`config.mk`:
```
export PLATFORM = sky130hd
export DESIGN_NAME = mem_responder
export DESIGN_NICKNAME = d
export VERILOG_FILES = /design/src/rtl/mem_responder_pkg.sv /design/src/rtl/mem_array_1rw.sv /design/src/rtl/mem_responder.sv
export SDC_FILE = /design/constraint.sdc
export NUM_CORES = 1
export LEC_CHECK = 0
export ABC_AREA = 1
export CORE_ASPECT_RATIO = 0.7
export CORE_MARGIN = 4
export CORE_UTILIZATION = 35
export DETAILED_ROUTE_END_ITERATION = 6
export PLACE_DENSITY_LB_ADDON = 0.3
export SLEW_MARGIN = 0
export SYNTH_ARGS = -nofsm -noshare
export SYNTH_HDL_FRONTEND = slang
export SYNTH_SLANG_ARGS = --single-unit
```
`constraint.sdc`:
```
create_clock -name clk -period 7.55 [get_ports clk]
set_input_delay 0.755 -clock clk [delete_from_list [all_inputs] [get_ports clk]]
set_output_delay 0.755 -clock clk [all_outputs]
set_load 0.03 [all_outputs]
```
`src/rtl/mem_responder_pkg.sv`:
```
// rtl/mem_responder_pkg.sv - shared defaults, types and FSM states for mem_responder
package mem_responder_pkg;
    localparam int DATA_W = 16;
    localparam int ADDR_W = 5;
    localparam int DEPTH  = 32;
    localparam int CNT_W  = 8;

    typedef enum logic {
        CLEAR = 1'b0,
        READY = 1'b1
    } state_e;

    typedef logic [DATA_W-1:0] word_t;
    typedef logic [ADDR_W-1:0] addr_t;
endpackage

```
`src/rtl/mem_array_1rw.sv`:
```
// rtl/mem_array_1rw.sv - single-port synchronous array, registered read, write-first selectable
module mem_array_1rw #(
    parameter int DATA_W      = 16,
    parameter int ADDR_W      = 5,
    parameter int DEPTH       = 32,
    parameter bit WRITE_FIRST = 1'b1
) (
    input  logic              clk,
    input  logic              we_i,
    input  logic              re_i,
    input  logic [ADDR_W-1:0] addr_i,
    input  logic [DATA_W-1:0] wdata_i,
    output logic [DATA_W-1:0] rdata_o
);
    logic [DATA_W-1:0] mem_q [DEPTH];
    logic [DATA_W-1:0] rdata_q;

    // Contents and read register are deliberately unreset; the owner clears the array.
    always_ff @(posedge clk) begin
        if (we_i) begin
            mem_q[addr_i] <= wdata_i;
        end
        if (re_i) begin
            rdata_q <= (WRITE_FIRST && we_i) ? wdata_i : mem_q[addr_i];
        end
    end

    assign rdata_o = rdata_q;
endmodule

```
`src/rtl/mem_responder.sv`:
```
// rtl/mem_responder.sv - 32x16 responder with clear sweep, priority host port and counters
module mem_responder #(
    parameter int DATA_W = mem_responder_pkg::DATA_W,
    parameter int ADDR_W = mem_responder_pkg::ADDR_W,
    parameter int DEPTH  = mem_responder_pkg::DEPTH,
    parameter int CNT_W  = mem_responder_pkg::CNT_W
) (
    input  logic              clk,
    input  logic              reset,
    input  logic [ADDR_W-1:0] mem_address,
    input  logic              mem_read_enable,
    input  logic              mem_write_enable,
    input  logic [DATA_W-1:0] mem_data_in,
    output logic [DATA_W-1:0] mem_data_out,
    input  logic              host_sel,
    input  logic              host_we,
    input  logic [ADDR_W-1:0] host_addr,
    input  logic [DATA_W-1:0] host_wdata,
    output logic [DATA_W-1:0] host_rdata,
    output logic              init_done,
    output logic              conflict,
    output logic [CNT_W-1:0]  rd_count,
    output logic [CNT_W-1:0]  wr_count
);
    import mem_responder_pkg::*;

    state_e            state_q, state_d;
    logic [ADDR_W-1:0] clr_addr_q, clr_addr_d;
    logic              init_done_q, conflict_q, conflict_d;
    logic [CNT_W-1:0]  rd_cnt_q, rd_cnt_d, wr_cnt_q, wr_cnt_d;
    logic              ctrl_rd_q, ctrl_rd_d, host_rd_q, host_rd_d;
    logic [DATA_W-1:0] mem_hold_q, host_hold_q;

    logic              arr_we, arr_re;
    logic [ADDR_W-1:0] arr_addr;
    logic [DATA_W-1:0] arr_wdata, arr_rdata;

    mem_array_1rw #(
        .DATA_W      (DATA_W),
        .ADDR_W      (ADDR_W),
        .DEPTH       (DEPTH),
        .WRITE_FIRST (1'b1)
    ) u_array (
        .clk     (clk),
        .we_i    (arr_we),
        .re_i    (arr_re),
        .addr_i  (arr_addr),
        .wdata_i (arr_wdata),
        .rdata_o (arr_rdata)
    );

    always_comb begin
        state_d    = state_q;
        clr_addr_d = clr_addr_q;
        conflict_d = conflict_q;
        rd_cnt_d   = rd_cnt_q;
        wr_cnt_d   = wr_cnt_q;
        ctrl_rd_d  = 1'b0;
        host_rd_d  = 1'b0;
        arr_we     = 1'b0;
        arr_re     = 1'b0;
        arr_addr   = mem_address;
        arr_wdata  = mem_data_in;
        unique case (state_q)
            CLEAR: begin
                arr_we     = 1'b1;
                arr_addr   = clr_addr_q;
                arr_wdata  = '0;
                clr_addr_d = clr_addr_q + 1'b1;
                if (clr_addr_q == ADDR_W'(DEPTH - 1)) begin
                    state_d = READY;
                end
            end
            READY: begin
                if (host_sel) begin
                    arr_we    = host_we;
                    arr_re    = !host_we;
                    arr_addr  = host_addr;
                    arr_wdata = host_wdata;
                    host_rd_d = !host_we;
                    if (mem_read_enable || mem_write_enable) begin
                        conflict_d = 1'b1;
                    end
                end else begin
                    arr_we    = mem_write_enable;
                    arr_re    = mem_read_enable;
                    ctrl_rd_d = mem_read_enable;
                    if (mem_write_enable && (wr_cnt_q != '1)) begin
                        wr_cnt_d = wr_cnt_q + 1'b1;
                    end
                    if (mem_read_enable && (rd_cnt_q != '1)) begin
                        rd_cnt_d = rd_cnt_q + 1'b1;
                    end
                end
            end
            default: state_d = CLEAR;
        endcase
    end

    always_ff @(posedge clk or posedge reset) begin
        if (reset) begin
            state_q     <= CLEAR;
            clr_addr_q  <= '0;
            init_done_q <= 1'b0;
            conflict_q  <= 1'b0;
            rd_cnt_q    <= '0;
            wr_cnt_q    <= '0;
            ctrl_rd_q   <= 1'b0;
            host_rd_q   <= 1'b0;
            mem_hold_q  <= '0;
            host_hold_q <= '0;
        end else begin
            state_q     <= state_d;
            clr_addr_q  <= clr_addr_d;
            init_done_q <= (state_d == READY);
            conflict_q  <= conflict_d;
            rd_cnt_q    <= rd_cnt_d;
            wr_cnt_q    <= wr_cnt_d;
            ctrl_rd_q   <= ctrl_rd_d;
            host_rd_q   <= host_rd_d;
            if (ctrl_rd_q) mem_hold_q  <= arr_rdata;
            if (host_rd_q) host_hold_q <= arr_rdata;
        end
    end

    // The array's read register is shared; each output shows it only for the cycle after its own read.
    assign mem_data_out = ctrl_rd_q ? arr_rdata : mem_hold_q;
    assign host_rdata   = host_rd_q ? arr_rdata : host_hold_q;
    assign init_done    = init_done_q;
    assign conflict     = conflict_q;
    assign rd_count     = rd_cnt_q;
    assign wr_count     = wr_cnt_q;
endmodule
```
==> run_results.csv <==
group,metric,value,unit
worst_setup_path,path_class,"in2reg",
timing,worst_pin_slew,1.292,ns
clock_network,cts_max_level,2,
routing,wire_per_inst,21.89,µm
routing,drtIter0Drc,1998,
timing,slew_viol_final,0,
timing,fin_skew,0.01956,ns
timing,max_slew_margin,13.80,%
power_and_ir_drop,p_clk_share,37.4,%
power_and_ir_drop,internal-power,0.005490,W
floorplan,fp-row-count,82,
power_and_ir_drop,p_leak,11.95,nW
logic_synthesis,synthCells,2414,
worst_setup_path,r2r_cells,15,
timing,period_share,63.79,%
clock_network,clock_latency,0.60,ns
worst_setup_path,critPathSlowestCell,"inv_4",
cells_and_area,n_fill_cell,6806,
routing,drc,0,
routing,antenna_left,0,
power_and_ir_drop,powerDensity,252.7,nW/µm²
floorplan,ioPinCount,98,
logic_synthesis,synth.area.top_cells,"edfxtp_1 62%, nand2_1 16%, dfrtp_1 5.6%",
routing,wl,76330,µm
worst_setup_path,rr_startpoint,"init_done",
grt,grt_start_max_net_pins,123,
timing,setup_viol,0,
clock_network,cts_root_buf,"clkbuf_16",
power_and_ir_drop,share_comb_of_total_power,12.5,%
hold_path,hold_class,"reg2reg",
timing,totalNegativeSetupSlack,0,ns
worst_setup_path,worstSetupEndpoint,"u_array.rdata_o[0]",
logic_synthesis,avgSynthCellArea,10.56,µm²
worst_setup_path,r2r_end,"u_array.rdata_o[0]",
status,status,"complete, no violations",
grt,grt_use_met1,28.37,%
floorplan,core,71820,µm²
clock_network,post_cts_resized,0,
cells_and_area,syn_to_final_growth,14.82,%
logic_synthesis,synthFlopType,"edfxtp_1",
clock_network,path_clk_slew,0.06,ns
logic_synthesis,synth_commonest_cells,"1081 x nand2_1, 528 x edfxtp_1, 196 x nand4_1",
clock_network,ctsHoldBuffers,0,
timing,min_period,4.816,ns
worst_setup_path,path_depth,15,
grt,use_met2,27.54,%
timing,holdWs,0.4881,ns
routing,vias_per_cell,5.155,
clock_network,cts_made_buffers,54,
clock_network,cts_buffer_depth,3,
timing,rsz0062_at_grt,"no",
placement,gp_congestion,0.8953,
grt,grt_pass1_wl,111800,µm
worst_setup_path,cp_slowest_stage_delay,0.96,ns
worst_setup_path,critPathBufInv,5,
floorplan,die_width,330.5,µm
placement,numPortBuffers,97,
timing,max_clock_freq,207.6,MHz
clock_network,cts_tree,"done",
logic_synthesis,ys_async_sr_fraction,9.744,%
grt,met3_usage,7.099,%
logic_synthesis,yosysWarnings,0,
worst_setup_path,crit_fanout,67,
worst_setup_path,crit_path_end_kind,"flop",
grt,grt.total_usage,19.40,%
clock_network,cts.sinks,585,
logic_synthesis,yosys.area.top_type_share,62.21,%
logic_synthesis,syn_nets,2466,
cells_and_area,final_nets,2529,
worst_setup_path,crit_required,8.02,ns
floorplan,start_util,35.49,%
logic_synthesis,synth_edf_count,528,
worst_setup_path,cp_common_cell,"nand2_1",
routing,num_vias,17970,
grt,top_usage_layer,"met1",
routing,first_pass_iters,6,
clock_network,post_cts_buffers,0,
logic_synthesis,synthesis.area,25490,µm²
floorplan,die_h,233.8,µm
worst_setup_path,arrival,5.28,ns
placement,dp_hpwl,45730,µm
worst_setup_path,cp-startpoint,"host_sel",
worst_setup_path,r2r_setup_slack,2.75,ns
timing,hold_viol_final,0,
floorplan,die_area,77270,µm²
power_and_ir_drop,max-vdd-ir-drop,166.6,µV
worst_setup_path,cp_top_family,"buffers and inverters",
power_and_ir_drop,pwr-share-seq,50.1,%
flow_run,drv_cap,0,
logic_synthesis,yosysMostFrequentCell,"nand2_1",
cells_and_area,layout-drive-gt1-share,8.135,%
power_and_ir_drop,swShare,25.77,%
grt,grt-ovfl-total,0,
logic_synthesis,seq_area_frac_synth,67.80,%
worst_setup_path,worstPathCellList,"clkdlybuf4s50_1 > nand2_2 > inv_2 > nand2_1 > nand3_4 > inv_4 > buf_4 > nand2_1 > nand2_1 > nand2_1 > nand2_1 > nor2_1 > nand3_1 > nand2_1 > inv_1",
grt,grt_pass1_vias,16680,
power_and_ir_drop,switchingPower,0.001905,W
logic_synthesis,ys_types,36,
worst_setup_path,critPathLaunchType,"primary input",
grt,antenna_found_initial,2,
logic_synthesis,synth-seq-cells,585,
cells_and_area,diodes,0,
logic_synthesis,synth_area_leader_cell,"edfxtp_1",
## area by class of cell
type | instances | area (µm²) | share of cell area [%]
well taps | 966 | 1209 | 4.130
clock inverters | 25 | 221.5 | 0.7567
inverters | 138 | 523.0 | 1.787
multi-input cells | 1546 | 7087 | 24.22
flip-flops and latches | 585 | 17280 | 59.05
clock buffers | 74 | 1560 | 5.331
repair buffers | 152 | 1384 | 4.729
## sequential cells by signal, summed over array words and instances (netlist names)
register         cells
clr_addr_q           5
host_hold_q         16
u_array.mem_q      512
init_done            1
conflict             1
rd_count             8
u_array.rdata_o     16
ctrl_rd_q            1
mem_hold_q          16
wr_count             8
host_rd_q            1
## power groups by stage
stage,clock network [W],logic (W),registers (W)
final,0.00277,0.000926,0.00370
after global placement,0,0.000906,0.00376
after floorplan,0,0.000499,0.00378
after global routing,0.00295,0.000997,0.00371
after detailed placement,0,0.000916,0.00377
after CTS,0.00281,0.000921,0.00370
## kinds of logic (layout without fill, tap and decap cells)
logic type	Yosys count	after routing	synth area share, %
xor gates and xnor gates	17	17	0.5842
AOI/OAI and AO/OA	87	87	1.895
buffers and inverters	283	389	4.644
adders and majority gates	4	4	0.1964
DFF	585	585	67.80
and+or+nand+nor	1405	1405	23.42
muxes	33	33	1.458
## routing by layer
metal  vias up  part of all wire, %  wire length, µm
met5         -                 0.12               92
met1      8693                   44            33480
li1       8281                    -                -
met2       884                   41            31650
met4         6                  2.0             1532
met3       107                   13             9575
## through the flow
step,setup WS [ns],utilization (%),cells,instance area (µm²),power [W]
after floorplan,4.700,-,2414,25490,0.004277
after global placement,2.163,38.27,3387,27480,0.004671
after detailed placement,2.078,38.27,3387,27480,0.004685
after CTS,2.660,40.75,3486,29270,0.007430
after global routing,2.478,40.75,3486,29270,0.007656
final,2.734,40.75,3486,29270,0.007395
## worst min path at each step
stage | cells after the start | startpoint | slack [ns] | end
after floorplan | 2 | clr_addr_q[4] | 0.48 | clr_addr_q[4]
after global placement | 1 | conflict | 0.48 | conflict
after detailed placement | 1 | conflict | 0.47 | conflict
after CTS | 1 | conflict | 0.49 | conflict
after global routing | 1 | conflict | 0.50 | conflict
final | 1 | conflict | 0.49 | conflict
## worst register-to-register path: stages, from the launching register on
cell and delay (ns):
dfrtp_1 0.60, inv_4 0.24, nor2_2 0.04, buf_4 0.23
nand2_1 0.14, nand3_4 0.60, inv_4 0.99, buf_4 0.83
nand2_1 0.22, nand2_1 0.15, nand2_1 0.13, nand2_1 0.17
nor2_1 0.06, nand3_1 0.10, nand2_1 0.11, inv_1 0.06
## cell usage in the layout, fill, tap and decap left out, types with 9 or more instances in the layout
cell	synthesis	routed
xor2_1	10	10
clkdlybuf4s50_1	0	97
nand3_1	26	25
clkinv_1	0	9
nand2_1	1081	1081
inv_1	132	130
o21ai_0	63	63
buf_4	5	55
edfxtp_1	528	528
clkbuf_16	0	57
mux2_2	33	33
clkinv_2	0	10
nor2_1	76	73
a22oi_1	16	16
dfrtp_1	57	57
nand4_1	196	196
clkbuf_1	56	10
No activity file was read; power rests on OpenSTA's default activity.
